`src/rtl/serial_subtractor.sv`:
```
// Bit-serial unsigned subtractor: diff = a - b, one bit per clock, LSB first.
// Latency: WIDTH+1 edges from the edge accepting start to done visible; one op per WIDTH+2 cycles.
// Backpressure: none; start is only sampled in IDLE and ignored (not queued) while busy or done.
//
// Ports:
//   clk        - single clock, all state on the rising edge
//   rst_n      - synchronous active-low reset, overrides start
//   start      - request, accepted only in IDLE together with a/b
//   a, b       - minuend / subtrahend, captured on the accepting edge
//   busy       - high while the serial datapath is running
//   done       - one-cycle pulse when diff/borrow_out become valid
//   diff       - (a - b) mod 2^WIDTH, held until the next accepted start
//   borrow_out - 1 iff a < b (unsigned), same validity as diff

module serial_subtractor #(
  parameter int WIDTH = 8
) (
  input  logic             clk,
  input  logic             rst_n,
  input  logic             start,
  input  logic [WIDTH-1:0] a,
  input  logic [WIDTH-1:0] b,
  output logic             busy,
  output logic             done,
  output logic [WIDTH-1:0] diff,
  output logic             borrow_out
);

  // Bit counter only needs to reach WIDTH-1; it is held (not incremented)
  // on the final bit so it never wraps when WIDTH is a power of two.
  localparam int               CNT_W    = (WIDTH > 2) ? $clog2(WIDTH) : 1;
  localparam logic [CNT_W-1:0] LAST_BIT = CNT_W'(WIDTH - 1);

  typedef enum logic [1:0] {
    IDLE = 2'd0,
    RUN  = 2'd1,
    DONE = 2'd2
  } state_e;

  state_e           state_q;
  logic [WIDTH-1:0] a_q;
  logic [WIDTH-1:0] b_q;
  logic [WIDTH-1:0] res_q;
  logic             br_q;
  logic [CNT_W-1:0] cnt_q;
  logic             busy_q;
  logic             done_q;
  logic             borrow_q;

  // Half subtractor: returns {borrow, difference} of x - y.
  function automatic logic [1:0] half_sub(input logic x, input logic y);
    return {~x & y, x ^ y};
  endfunction

  // Full-subtractor cell: two half-subtractor stages, borrows ORed.
  // Stage 0 subtracts the operand bits, stage 1 subtracts the stored borrow.
  logic [1:0]       hs0;
  logic [1:0]       hs1;
  logic             diff_bit;
  logic             br_d;
  logic [WIDTH-1:0] res_d;

  always_comb begin
    hs0      = half_sub(a_q[0], b_q[0]);
    hs1      = half_sub(hs0[0], br_q);
    diff_bit = hs1[0];
    br_d     = hs0[1] | hs1[1];
    // Result fills from the MSB end; after WIDTH shifts bit 0 holds the LSB.
    res_d    = {diff_bit, res_q[WIDTH-1:1]};
  end

  always_ff @(posedge clk) begin
    if (!rst_n) begin
      state_q  <= IDLE;
      a_q      <= '0;
      b_q      <= '0;
      res_q    <= '0;
      br_q     <= 1'b0;
      cnt_q    <= '0;
      busy_q   <= 1'b0;
      done_q   <= 1'b0;
      borrow_q <= 1'b0;
    end else begin
      unique case (state_q)
        IDLE: begin
          done_q <= 1'b0;
          if (start) begin
            a_q     <= a;
            b_q     <= b;
            br_q    <= 1'b0;
            cnt_q   <= '0;
            busy_q  <= 1'b1;
            state_q <= RUN;
          end
        end

        RUN: begin
          res_q <= res_d;
          a_q   <= a_q >> 1;
          b_q   <= b_q >> 1;
          br_q  <= br_d;
          if (cnt_q == LAST_BIT) begin
            // Final bit: the borrow out of the MSB is the unsigned a<b flag.
            borrow_q <= br_d;
            busy_q   <= 1'b0;
            done_q   <= 1'b1;
            state_q  <= DONE;
          end else begin
            cnt_q <= cnt_q + CNT_W'(1);
          end
        end

        DONE: begin
          done_q  <= 1'b0;
          state_q <= IDLE;
        end

        default: begin
          busy_q  <= 1'b0;
          done_q  <= 1'b0;
          state_q <= IDLE;
        end
      endcase
    end
  end

  assign busy       = busy_q;
  assign done       = done_q;
  assign diff       = res_q;
  assign borrow_out = borrow_q;

  // busy and done are mutually exclusive and done never lasts two cycles.
  a_busy_done_excl: assert property (@(posedge clk) disable iff (!rst_n) !(busy_q && done_q));
  a_done_pulse:     assert property (@(posedge clk) disable iff (!rst_n) done_q |=> !done_q);

endmodule

```
`config.mk`:
```
export PLATFORM = sky130hd
export DESIGN_NAME = serial_subtractor
export DESIGN_NICKNAME = d
export VERILOG_FILES = /design/src/rtl/serial_subtractor.sv
export SDC_FILE = /design/constraint.sdc
export NUM_CORES = 1
export LEC_CHECK = 0
export BUFFER_PORTS_ARGS = -buffer_cell sky130_fd_sc_hd__buf_2
export CELL_PAD_IN_SITES_DETAIL_PLACEMENT = 0
export CELL_PAD_IN_SITES_GLOBAL_PLACEMENT = 1
export CORE_MARGIN = 1.5
export CORE_UTILIZATION = 40
export CTS_CLUSTER_DIAMETER = 30
export DETAILED_ROUTE_END_ITERATION = 6
export HOLD_SLACK_MARGIN = 0.02
export PLACE_DENSITY_LB_ADDON = 0.1
export SYNTH_ARGS = -nofsm -noshare
export SYNTH_HDL_FRONTEND = slang
export SYNTH_SLANG_ARGS = --single-unit
```
`constraint.sdc`:
```
create_clock -name clk -period 2.75 [get_ports clk]
set_input_delay 0.6875 -clock clk [delete_from_list [all_inputs] [get_ports clk]]
set_output_delay 0.6875 -clock clk [all_outputs]
set_load 0.05 [all_outputs]
```
; Word level (Yosys, flattened, before mapping)
; Cells that the tools add are included.
[classes]
muxes = 15
eq_ne = 6
reduce_logical = 8
bitwise = 8
add_sub_neg = 1
[op_table]
columns = operator, count
row1 = $pmux W8 S2, 2
row2 = $mux W8, 2
row3 = $reduce_and A2 Y1, 4
row4 = $mux W3, 2
row5 = $ne A2 B2 Y1 const B, 3
row6 = $pmux W3 S2, 1
row7 = $reduce_and A3 Y1, 2
row8 = $mux W2, 2
row9 = $pmux W2 S2, 1
row10 = $add A3 B1 Y3 const B, 1
row11 = $eq A3 B3 Y1 const B, 1
row12 = $mux W1, 3
row13 = $not A1 Y1, 3
row14 = $pmux W1 S3, 1
row15 = $and A1 B1 Y1, 2
row16 = $eq A2 B1 Y1 const B, 1
row17 = $eq A2 B2 Y1 const B, 1
row18 = $logic_not A2 Y1, 1
row19 = $pmux W1 S2, 1
row20 = $reduce_bool A2 Y1, 1
row21 = $xor A1 B1 Y1, 2
row22 = $or A1 B1 Y1, 1
[word_totals]
output_inout_bits = 11
elab_cells = 47
ff_bits = 33
input_bits = 19

; Logic depth before layout (Yosys ltp)
[logic_depth]
word_depth = 5
depth_mapped = 6
ltp_nobuf = 5

; Least setup slack after synthesis
; OpenSTA, ideal clock, no wires.
[synth_timing]
path_kind = input to register
startpoint = input port start
endpoint = register a_q[4]
n_path_buf = 2
t_required_ps = 2614
stages = 5
arrival_time_ps = 1235
setup_slack_ps = 1379
setup_time_ps = 136
cell_sequence = o21ba_1 buf_6 buf_12 nor2_2 a211oi_2
[synth_via]
elab_chain_cells = 2
[synth_rtl]
columns = item, line_no
row1 = start: declaration, 20  ; input logic start,
row2 = $ne A2 B2 Y1 (no source line), -
row3 = $reduce_and A2 Y1 (no source line), -
row4 = end signal: assignment, 99  ; a_q <= a_q >> 1;
row5 = end: declaration, 41  ; logic [WIDTH-1:0] a_q;
; No other way between the ends.
; A chain may end at the register's enable or synchronous reset.

; Worst setup path in the final report
[layout_timing]
startpoint = register state_q[0]
endpoint = register borrow_q, in the netlist borrow_out
[layout_via]
elab_chain_cells = 2
[layout_rtl]
columns = item, line_no
row1 = start: declaration, 40  ; state_e state_q;
row2 = start signal: assignment, 74  ; state_q <= IDLE;
row3 = start signal: assignment, 93  ; state_q <= RUN;
row4 = start signal: assignment, 107  ; state_q <= DONE;
row5 = $eq A2 B1 Y1, 84  ; unique case (state_q)
row6 = $reduce_and A2 Y1 (no source line), -
row7 = end signal: assignment, 104  ; borrow_q <= br_d;
row8 = end: declaration, 48  ; logic borrow_q;
; No other way between the ends.

==> impl_metrics.csv <==
group,metric,value,unit
sta,rsz0062_at_grt,"false",
worst_setup_path,startpoint,"state_q[0]",
worst_setup_path,cp.buffers_inverters,0,
cts,cts_sinks,33,
yosys,postSynthCellCount,155,
drt,post_drt_wl_per_cell,11.4,um
drt,drtAntennaViolNets,0,
yosys,ys_ff_latch,33,
power_and_ir_drop,total_power,1060,uW
global_routing,use_met1,16.3,%
global_routing,grt_max_degree,34,
worst_setup_path,rr_startpoint,"state_q[0]",
cts,post_cts_resized,0,
sta,finalCriticalPeriod,1.66,ns
power_and_ir_drop,switchingPower,269,uW
yosys,synth-warning-count,0,
power_and_ir_drop,p_seq_share,49.6,%
worst_setup_path,path_max_fanout,14,
drt,routed_via_density,4.93,
global_routing,grt_use_total,14.6,%
finish,final_cell_mix,"dfxtp_1 (33), buf_2 (29), nand2_1 (20), mux2i_1 (14), nor2_1 (13)",
worst_setup_path,cp-start-kind,"flip-flop",
yosys,seq_area_frac_synth,44.7,%
worst_setup_path,cp-end-kind,"flip-flop",
drt,drt_pre_antenna_iters,4,
global_routing,grt_first_pass_wirelength,4520,um
power_and_ir_drop,combPwrFrac,13.1,%
die,coreArea,0.00344,sq mm
finish,syn_to_final_growth,15.2,%
cts,clk_pin_slew,0.07,ns
power_and_ir_drop,p_sw_share,25.4,%
worst_hold_path,holdPathEnd,"diff[0]",
worst_setup_path,max_stage_delay,0.59,ns
worst_setup_path,slowest_stage,"nor2b_1",
finish,nFillCells,354,
yosys,async_reset_ff_share,0,%
power_and_ir_drop,internal_power,791,uW
placement,io_buffers,29,
sta,holdWs,0.457,ns
worst_setup_path,worst-r2r-cell-count,3,
cts,hold_buffers,0,
finish,antenna_cells,0,
yosys,syn_area_per_cell,9.53,sq um
worst_setup_path,required,2.94,ns
die,die_h,63.8,um
worst_setup_path,cp.arrival,1.85,ns
yosys,synth_fp_nets,177,
sta,hold_violations,0,
placement,post_dp_cell_area,0.00160,sq mm
global_routing,grt_pass1_vias,1044,
yosys,synth-edff-count,0,
sta,fin_setup_tns,0,ns
die,fp.dieW,63.8,um
power_and_ir_drop,clockPowerShare,37.3,%
cts,cts_root_buf,"clkbuf_8",
sta,relSlewSlack,57.5,%
global_routing,use_met3,6.69,%
sta,fmax,0.603,GHz
worst_setup_path,r2r_slack,1.09,ns
die,pin_count,30,
drt,drc,0,
yosys,synth_area,0.00148,sq mm
power_and_ir_drop,p_leak,0.000694,uW
placement,finalWeightedCongestion,0.688,
power_and_ir_drop,p_per_area,624,mW/mm^2
sta,report.final.setup_viol,0,
sta,drv_slew,0,
cts,htree_levels,2,
global_routing,grt_most_used_layer,"met2",
global_routing,gr-total-overflow,0,
worst_hold_path,min_path_cells,2,
finish,final_common_cell,"dfxtp_1",
worst_hold_path,hold_path.class,"reg2reg",
finish,final_nets,203,
job,maxCapViolCount,0,
worst_setup_path,r2r-end,"borrow_out",
yosys,synth_cell_types,30,
die,start_util,42.9,%
sta,tightestPinTransition,0.636,ns
power_and_ir_drop,ir_worst_vdd,0.284,mV
drt,drt_iter0_drc,49,
cts,cts.path.max_buffers,2,
cts,numCtsBuffers,5,
outcome,status,"completed",
finish,layout-drive-gt1-share,28.6,%
drt,via_count,1123,
yosys,yosys_most_used_dff,"dfxtp_1",
worst_setup_path,crit_type,"reg2reg",
worst_setup_path,cp_top_family,"simple AND/OR/NAND/NOR gates",
die,die-area,0.00406,sq mm
global_routing,antenna_found_initial,0,
cts,cts_tree,"done",
worst_hold_path,hold_path_startpoint,"diff[0]",
finish,fin_area,0.00170,sq mm
drt,routed_wirelength,2610,um
sta,skew,0.00723,ns
die,rows,21,
placement,dpl.hpwl,1740,um
worst_setup_path,crit_cells,3,
cts,clkLatencyLatePin,0.28,ns
sta,fin_crit_sh,60.3,%
global_routing,grt_use_met2,23.7,%
cts,postCtsSetupRepairBufs,0,
worst_setup_path,timing.critical_path.cells,"nor2b_1 > a21oi_1 > a311oi_1",
flip-flops by register name, indices dropped and copies added, names as in the netlist:
register / flops
a_q: 8
b_q: 8
diff: 8
cnt_q: 3
state_q: 2
borrow_out: 1
br_q: 1
busy: 1
done: 1
cell type report:
cell class / instances / area, sq um / area share [%]
flip-flops and latches: 33 / 661 / 38.9
clock buffers: 7 / 96.3 / 5.67
well taps: 46 / 57.6 / 3.38
clock inverters: 1 / 5.00 / 0.294
inverters: 4 / 15.0 / 0.883
multi-input cells: 105 / 698 / 41.1
repair buffers: 32 / 168 / 9.86
tightest hold or removal path, stage by stage (launching register included):
cell and delay, ns:
dfxtp_1 0.31, nand2_1 0.05, a21oi_1 0.05
cell families (layout without fill, tap and decap cells):
| kind of cell | count (synthesis) | in the layout | synth area share (%) |
|---|---|---|---|
| buffers and inverters | 17 | 44 | 7.97 |
| adder cells (fa/ha/maj) | 3 | 3 | 3.05 |
| AND/OR/NAND/NOR | 52 | 52 | 16.2 |
| flip-flops | 33 | 33 | 44.7 |
| AO/OA/AOI/OAI | 36 | 36 | 18.6 |
| multiplexers | 14 | 14 | 9.49 |
cell usage after synthesis (all sizes together) (3+ instances only):
master   n  area [sq um]
dfxtp   33           661
nand2   20          75.1
nor2    19          86.3
a211oi  15           143
mux2i   14           140
a21oi   11          55.1
buf      9          83.8
clkbuf   4          18.8
inv      4          15.0
nand2b   4          25.0
nand3    4          20.0
a31oi    3          18.8
through the flow:
stage	utilization, %	worst slack [ns]	cells
floorplan	-	1.38	155
global placement	46.5	1.15	220
detailed placement	46.5	1.12	220
CTS	49.4	1.09	228
global route	49.4	0.913	228
finish	49.4	1.09	228
power by group through the flow:
stage                     clock (uW)  sequential (uW)  combinational [uW]
after floorplan                    0              541                 112
after global placement             0              536                 138
after detailed placement           0              537                 140
after CTS                        411              526                 141
after global routing             436              530                 154
final                            396              526                 138
worst max-delay path by stage:
stage	endpoint	slack [ns]
finish	borrow_out	1.09
global route	borrow_out	0.91
CTS	borrow_out	1.09
detailed placement	borrow_out	1.12
global placement	a_q[2]	1.15
floorplan	a_q[4]	1.38
per-layer routing:
| metal | share of wire, % | vias to the layer above | wire length [um] |
|---|---|---|---|
| li1 | - | 588 | - |
| met1 | 50 | 510 | 1300 |
| met2 | 43 | 20 | 1130 |
| met3 | 5.1 | 5 | 134 |
| met4 | 2.0 | 0 | 53 |
| met5 | 0 | - | 0 |
(Power assumes the default switching activity.)
